`src/rtl/fpnew_divsqrt_wb_buffer_if.sv`:
```
// fpnew_divsqrt_wb_buffer_if: handshake, data and status bundle between the div/sqrt unit, the result buffer and writeback.
interface fpnew_divsqrt_wb_buffer_if #(
    parameter int unsigned WIDTH     = 64,
    parameter int unsigned DEPTH     = 2,
    parameter int unsigned TAG_WIDTH = 8
);
    logic                       flush;
    logic                       in_valid;
    logic                       in_ready;
    logic [WIDTH-1:0]           in_result;
    logic [4:0]                 in_status;
    logic [2:0]                 in_fmt;
    logic [TAG_WIDTH-1:0]       in_tag;
    logic                       out_valid;
    logic                       out_ready;
    logic [WIDTH-1:0]           out_result;
    logic [4:0]                 out_status;
    logic [TAG_WIDTH-1:0]       out_tag;
    logic [4:0]                 fflags;
    logic                       fflags_clr;
    logic [$clog2(DEPTH):0]     count;
    logic                       busy;

    modport master (
        output flush, in_valid, in_result, in_status, in_fmt, in_tag, out_ready, fflags_clr,
        input  in_ready, out_valid, out_result, out_status, out_tag, fflags, count, busy
    );

    modport slave (
        input  flush, in_valid, in_result, in_status, in_fmt, in_tag, out_ready, fflags_clr,
        output in_ready, out_valid, out_result, out_status, out_tag, fflags, count, busy
    );
endinterface

```
`src/rtl/fpnew_divsqrt_wb_buffer.sv`:
```
// fpnew_divsqrt_wb_buffer: result FIFO behind the div/sqrt unit.
// It NaN-boxes narrow formats on the way out and keeps sticky IEEE flags.
module fpnew_divsqrt_wb_buffer #(
    parameter int unsigned WIDTH     = 64,
    parameter int unsigned DEPTH     = 2,
    parameter int unsigned TAG_WIDTH = 8
) (
    input logic                      clk,
    input logic                      rst,
    fpnew_divsqrt_wb_buffer_if.slave bus
);
    localparam int unsigned AW = $clog2(DEPTH);
    localparam int unsigned CW = AW + 1;

    logic [WIDTH-1:0]     mem_result [DEPTH];
    logic [4:0]           mem_status [DEPTH];
    logic [2:0]           mem_fmt    [DEPTH];
    logic [TAG_WIDTH-1:0] mem_tag    [DEPTH];
    logic [AW-1:0]        rd_ptr, wr_ptr;
    logic [CW-1:0]        count_q;
    logic [4:0]           fflags_q;
    logic                 push, pop;
    logic [2:0]           head_fmt;
    logic [6:0]           fw;
    logic [WIDTH-1:0]     box_mask;

    // Ready depends only on registered occupancy, so a full buffer never takes a push even when popping.
    assign bus.in_ready  = count_q < CW'(DEPTH);
    assign bus.out_valid = (count_q != '0) && !bus.flush;
    assign push          = bus.in_valid && bus.in_ready && !bus.flush;
    assign pop           = bus.out_valid && bus.out_ready;
    assign bus.count     = count_q;
    assign bus.busy      = count_q != '0;
    assign bus.fflags    = fflags_q;

    always_ff @(posedge clk or posedge rst) begin
        if (rst) begin
            rd_ptr  <= '0;
            wr_ptr  <= '0;
            count_q <= '0;
        end else if (bus.flush) begin
            rd_ptr  <= '0;
            wr_ptr  <= '0;
            count_q <= '0;
        end else begin
            if (push) wr_ptr <= wr_ptr + AW'(1);
            if (pop) rd_ptr <= rd_ptr + AW'(1);
            count_q <= count_q + CW'(push) - CW'(pop);
        end
    end

    always_ff @(posedge clk) begin
        if (push) begin
            mem_result[wr_ptr] <= bus.in_result;
            mem_status[wr_ptr] <= bus.in_status;
            mem_fmt[wr_ptr]    <= bus.in_fmt;
            mem_tag[wr_ptr]    <= bus.in_tag;
        end
    end

    // A clear coinciding with a pop restarts accumulation from that pop's flags.
    always_ff @(posedge clk or posedge rst) begin
        if (rst) fflags_q <= '0;
        else if (pop) fflags_q <= (bus.fflags_clr ? 5'b0 : fflags_q) | bus.out_status;
        else if (bus.fflags_clr) fflags_q <= '0;
    end

    // fw of 0 marks the reserved formats, which pass through unboxed.
    assign head_fmt = mem_fmt[rd_ptr];
    assign fw = head_fmt == 3'd0 ? 7'd32 :
                head_fmt == 3'd1 ? 7'd64 :
                (head_fmt == 3'd2 || head_fmt == 3'd4) ? 7'd16 :
                head_fmt == 3'd3 ? 7'd8 : 7'd0;

    always_comb begin
        box_mask = '0;
        for (int i = 0; i < WIDTH; i++) box_mask[i] = (fw != 7'd0) && (i >= int'(fw));
    end

    assign bus.out_result = mem_result[rd_ptr] | box_mask;
    assign bus.out_status = mem_status[rd_ptr];
    assign bus.out_tag    = mem_tag[rd_ptr];
endmodule

```
`src/flat_wrapper.sv`:
```
// flat-port wrapper written by rule: the top's interface ports become plain ports
module fpnew_divsqrt_wb_buffer_flat 
#(
    parameter int unsigned WIDTH     = 64,
    parameter int unsigned DEPTH     = 2,
    parameter int unsigned TAG_WIDTH = 8
)
  (clk, rst, bus_flush, bus_in_valid, bus_in_result, bus_in_status, bus_in_fmt, bus_in_tag, bus_out_ready, bus_fflags_clr, bus_in_ready, bus_out_valid, bus_out_result, bus_out_status, bus_out_tag, bus_fflags, bus_count, bus_busy);
  fpnew_divsqrt_wb_buffer_if #(.WIDTH(WIDTH), .DEPTH(DEPTH), .TAG_WIDTH(TAG_WIDTH)) bus_i ();
  input logic clk;
  input logic rst;
  input wire logic [$bits(bus_i.flush)-1:0] bus_flush;
  input wire logic [$bits(bus_i.in_valid)-1:0] bus_in_valid;
  input wire logic [$bits(bus_i.in_result)-1:0] bus_in_result;
  input wire logic [$bits(bus_i.in_status)-1:0] bus_in_status;
  input wire logic [$bits(bus_i.in_fmt)-1:0] bus_in_fmt;
  input wire logic [$bits(bus_i.in_tag)-1:0] bus_in_tag;
  input wire logic [$bits(bus_i.out_ready)-1:0] bus_out_ready;
  input wire logic [$bits(bus_i.fflags_clr)-1:0] bus_fflags_clr;
  output wire logic [$bits(bus_i.in_ready)-1:0] bus_in_ready;
  output wire logic [$bits(bus_i.out_valid)-1:0] bus_out_valid;
  output wire logic [$bits(bus_i.out_result)-1:0] bus_out_result;
  output wire logic [$bits(bus_i.out_status)-1:0] bus_out_status;
  output wire logic [$bits(bus_i.out_tag)-1:0] bus_out_tag;
  output wire logic [$bits(bus_i.fflags)-1:0] bus_fflags;
  output wire logic [$bits(bus_i.count)-1:0] bus_count;
  output wire logic [$bits(bus_i.busy)-1:0] bus_busy;
  assign bus_i.flush = bus_flush;
  assign bus_i.in_valid = bus_in_valid;
  assign bus_i.in_result = bus_in_result;
  assign bus_i.in_status = bus_in_status;
  assign bus_i.in_fmt = bus_in_fmt;
  assign bus_i.in_tag = bus_in_tag;
  assign bus_i.out_ready = bus_out_ready;
  assign bus_i.fflags_clr = bus_fflags_clr;
  assign bus_in_ready = bus_i.in_ready;
  assign bus_out_valid = bus_i.out_valid;
  assign bus_out_result = bus_i.out_result;
  assign bus_out_status = bus_i.out_status;
  assign bus_out_tag = bus_i.out_tag;
  assign bus_fflags = bus_i.fflags;
  assign bus_count = bus_i.count;
  assign bus_busy = bus_i.busy;
  fpnew_divsqrt_wb_buffer #(.WIDTH(WIDTH), .DEPTH(DEPTH), .TAG_WIDTH(TAG_WIDTH)) u_core (.clk(clk), .rst(rst), .bus(bus_i));
endmodule
```
`config.mk`:
```
export PLATFORM = sky130hd
export DESIGN_NAME = fpnew_divsqrt_wb_buffer_flat
export DESIGN_NICKNAME = d
export VERILOG_FILES = /design/src/rtl/fpnew_divsqrt_wb_buffer_if.sv /design/src/rtl/fpnew_divsqrt_wb_buffer.sv /design/src/flat_wrapper.sv
export SDC_FILE = /design/constraint.sdc
export NUM_CORES = 1
export LEC_CHECK = 0
export CORE_MARGIN = 2
export CORE_UTILIZATION = 50
export DETAILED_ROUTE_END_ITERATION = 8
export PLACE_DENSITY = 0.79
export SYNTH_ARGS = -nofsm -noshare
export SYNTH_HDL_FRONTEND = slang
export SYNTH_SLANG_ARGS = --single-unit
```
`constraint.sdc`:
```
create_clock -name clk -period 7.8 [get_ports clk]
set_input_delay 1.56 -clock clk [delete_from_list [all_inputs] [get_ports clk]]
set_output_delay 1.56 -clock clk [all_outputs]
set_load 0.01 [all_outputs]
```
==> flow_metrics.tcl <==
set metrics [dict create \
    yosysSeqAreaShare_pct 78.1 \
    finClkSkew_ns 0.00780 \
    cts-buffers-inserted 17 \
    ff2ff_path_depth 4 \
    clock_latency_ns 0.42 \
    final_common_cell "clkdlybuf4s50_1" \
    num-nets-final 617 \
    cts_max_level 4 \
    ir_drop_mv 0.155 \
    ctsResizeCount 0 \
    rows 41 \
    rr_endpoint "u_core.mem_result[0][26]$_DFFE_PP_" \
    min_to "u_core.bus.fflags[2]$_DFF_PP0_" \
    cpMaxStageDelayCell "clkdlybuf4s50_1" \
    rsz0062_at_grt "false" \
    track_usage_pct 18.6 \
    die-area_mm2 0.0138 \
    arrival_ns 2.99 \
    start_util_pct 51.0 \
    first_iter_violations 168 \
    critPathKind "input port to primary output" \
    leakage_nw 3.01 \
    worst_pin_slew_ns 1.09 \
    slew_headroom_pct 27.2 \
    vias 3599 \
    grt_max_degree 81 \
    drt_first_pass_iters 4 \
    min-delay-path-class "flop to flop" \
    syn-cell-area_mm2 0.00644 \
    final.min_clock_period_ns 4.55 \
    regToRegSetupSlack_ns 4.99 \
    hp-start "u_core.bus.fflags[2]$_DFF_PP0_" \
    cts_num_sinks 169 \
    drc 0 \
    setup_viol 0 \
    wl_per_cell_um 17.5 \
    power_density_mw_per_mm2 277 \
    yosysUniqueCellTypes 29 \
    antenna_cells 0 \
    synth_cells 348 \
    grt_pass1_wl_mm 19.7 \
    cpMostUsedCell "clkdlybuf4s50_1" \
    grt-ovfl-total 0 \
    grt_pass1_vias 3828 \
    min_path_cells 1 \
    cp_max_fo 7 \
    clk_path_buf_depth 2 \
    syn_nets 436 \
    dieHeight_um 117 \
    cap_violations 0 \
    status "finished clean" \
    hpwl_mm 8.04 \
    syn_to_final_growth_pct 37.2 \
    hold_buffers 0 \
    ys_ff_latch 169 \
    clkTransAtPathRegs_ns 0.06 \
    cts_tree "done" \
    startpoint "bus_flush" \
    final_max_slew_viol_count 0 \
    post-route-util_pct 70.0 \
    slowest_delay_ns 0.56 \
    post-place-ws_ns 3.26 \
    critPathLaunchType "input port" \
    end_kind "primary output" \
    viasPerCell 5.04 \
    die_w_um 117 \
    antenna_found_initial 0 \
    portBuffers 172 \
    setup_slack_ns 3.25 \
    cp.required_ns 6.24 \
    rr_startpoint "u_core.bus.count[1]$_DFF_PP0_" \
    wl_mm 12.5 \
    post_synth.cell_area_avg_um2 18.5 \
    coreArea_mm2 0.0126 \
    post-cts-setup-buffers 0 \
    io-pin-count 173 \
    finalCritPeriodShare_pct 58.3 \
    yosysWarningCount 0 \
    antenna_left 0 \
    crit_chain "clkdlybuf4s50_1 -> o21ba_2 -> clkdlybuf4s50_1" \
    final_cell_mix "172 x clkdlybuf4s50_1, 160 x edfxtp_1, 51 x nand2_1, 48 x mux2i_1, 21 x mux2_2" \
    cts-root-buf "clkbuf_16" \
    synth_top_area_share_pct 74.6 \
    synth_area_leader_cell "edfxtp_1" \
    place.gp.congestion 0.752 \
    max_clock_freq_mhz 220 \
    drive_gt1_share_pct 10.5 \
    hold_viol 0 \
    netlist_top_cells_area "edfxtp_1 75%, mux2i_1 7.5%, mux2_2 3.7%" \
    tns_ns 0 \
]
## worst max path at each step
stage | slack (ns) | cells after the start | endpoint
3_5_place_dp | 3.26 | 3 | bus_out_valid
4_1_cts | 3.25 | 3 | bus_out_valid
2_1_floorplan | 1.79 | 3 | u_core.mem_fmt[0][0]$_DFFE_PP_
6_report | 3.25 | 3 | bus_out_valid
5_1_grt | 3.17 | 4 | bus_out_result[18]
3_3_place_gp | 3.27 | 3 | bus_out_valid
## synthesized netlist by cell type
cell / n
mux2i_1: 48
nor4_4: 2
nand2_1: 51
xnor2_1: 3
ha_1: 2
buf_6: 8
a32o_1: 5
nor3b_2: 1
inv_1: 7
dfrtp_1: 9
a31o_2: 1
o22a_1: 8
and2_1: 1
nor4b_1: 1
buf_4: 3
o21ba_2: 1
nor2b_1: 4
nor3_1: 1
and3b_4: 1
edfxtp_1: 160
o21ai_0: 1
nor2_1: 3
nand3b_1: 1
xor2_1: 1
clkbuf_1: 1
nor3b_1: 1
nor4bb_1: 1
buf_2: 1
mux2_2: 21
## metal layers
layer  routed length (um)  global-route usage [%]
met1                 5270                    22.3
met2                 6100                    31.2
met3                  934                    7.07
met4                  194                    6.10
met5                    0                       0
## cells by family (layout without fill, tap and decap cells)
group / after synthesis / count (layout) / synth area share (%)
DFF: 169 / 169 / 78.1
adders and majority gates: 2 / 2 / 0.389
xor gates and xnor gates: 4 / 4 / 0.544
AOI/OAI and AO/OA: 16 / 16 / 2.23
muxes: 69 / 69 / 11.1
and+or+nand+nor: 68 / 68 / 5.29
buffers and inverters: 20 / 214 / 2.29
## area by class of cell
cell class / count / area, um^2
Clock inverter: 11 / 105
Sequential cell: 169 / 5030
Clock buffer: 21 / 440
Timing Repair Buffer: 175 / 1740
Inverter: 7 / 26.3
Tap cell: 172 / 215
Multi-Input combinational cell: 159 / 1270
Fill cell: 862 / 3780
## state kept, by name (all words and copies together), names as in the netlist
name	flops
u_core.mem_result	128
u_core.mem_tag	16
u_core.mem_status	10
u_core.mem_fmt	6
u_core.bus.fflags	5
u_core.bus.count	2
u_core.rd_ptr	1
u_core.wr_ptr	1
## where the power goes
part / total, W / switching [W] / internal (W)
Sequential: 0.00110 / 0.0000336 / 0.00107
Clock: 0.000782 / 0.000318 / 0.000464
Combinational: 0.000560 / 0.000253 / 0.000306
## through the flow
step	cell area, um^2	hold WS [ns]	total power [W]	std cells
final	8840	0.500	0.00245	714
after global routing	8840	0.522	0.00254	714
after CTS	8840	0.501	0.00247	714
after detailed placement	8290	0.487	0.00169	682
after global placement	8290	0.477	0.00168	682
after floorplan	6440	0.524	0.00141	348
## worst max-delay path, delay by kind of cell
kind	cells	cell delay [ns]
compound gates	1	0.36
buf+inv	2	1.06
Note: power is estimated with default switching activity, not from simulation.
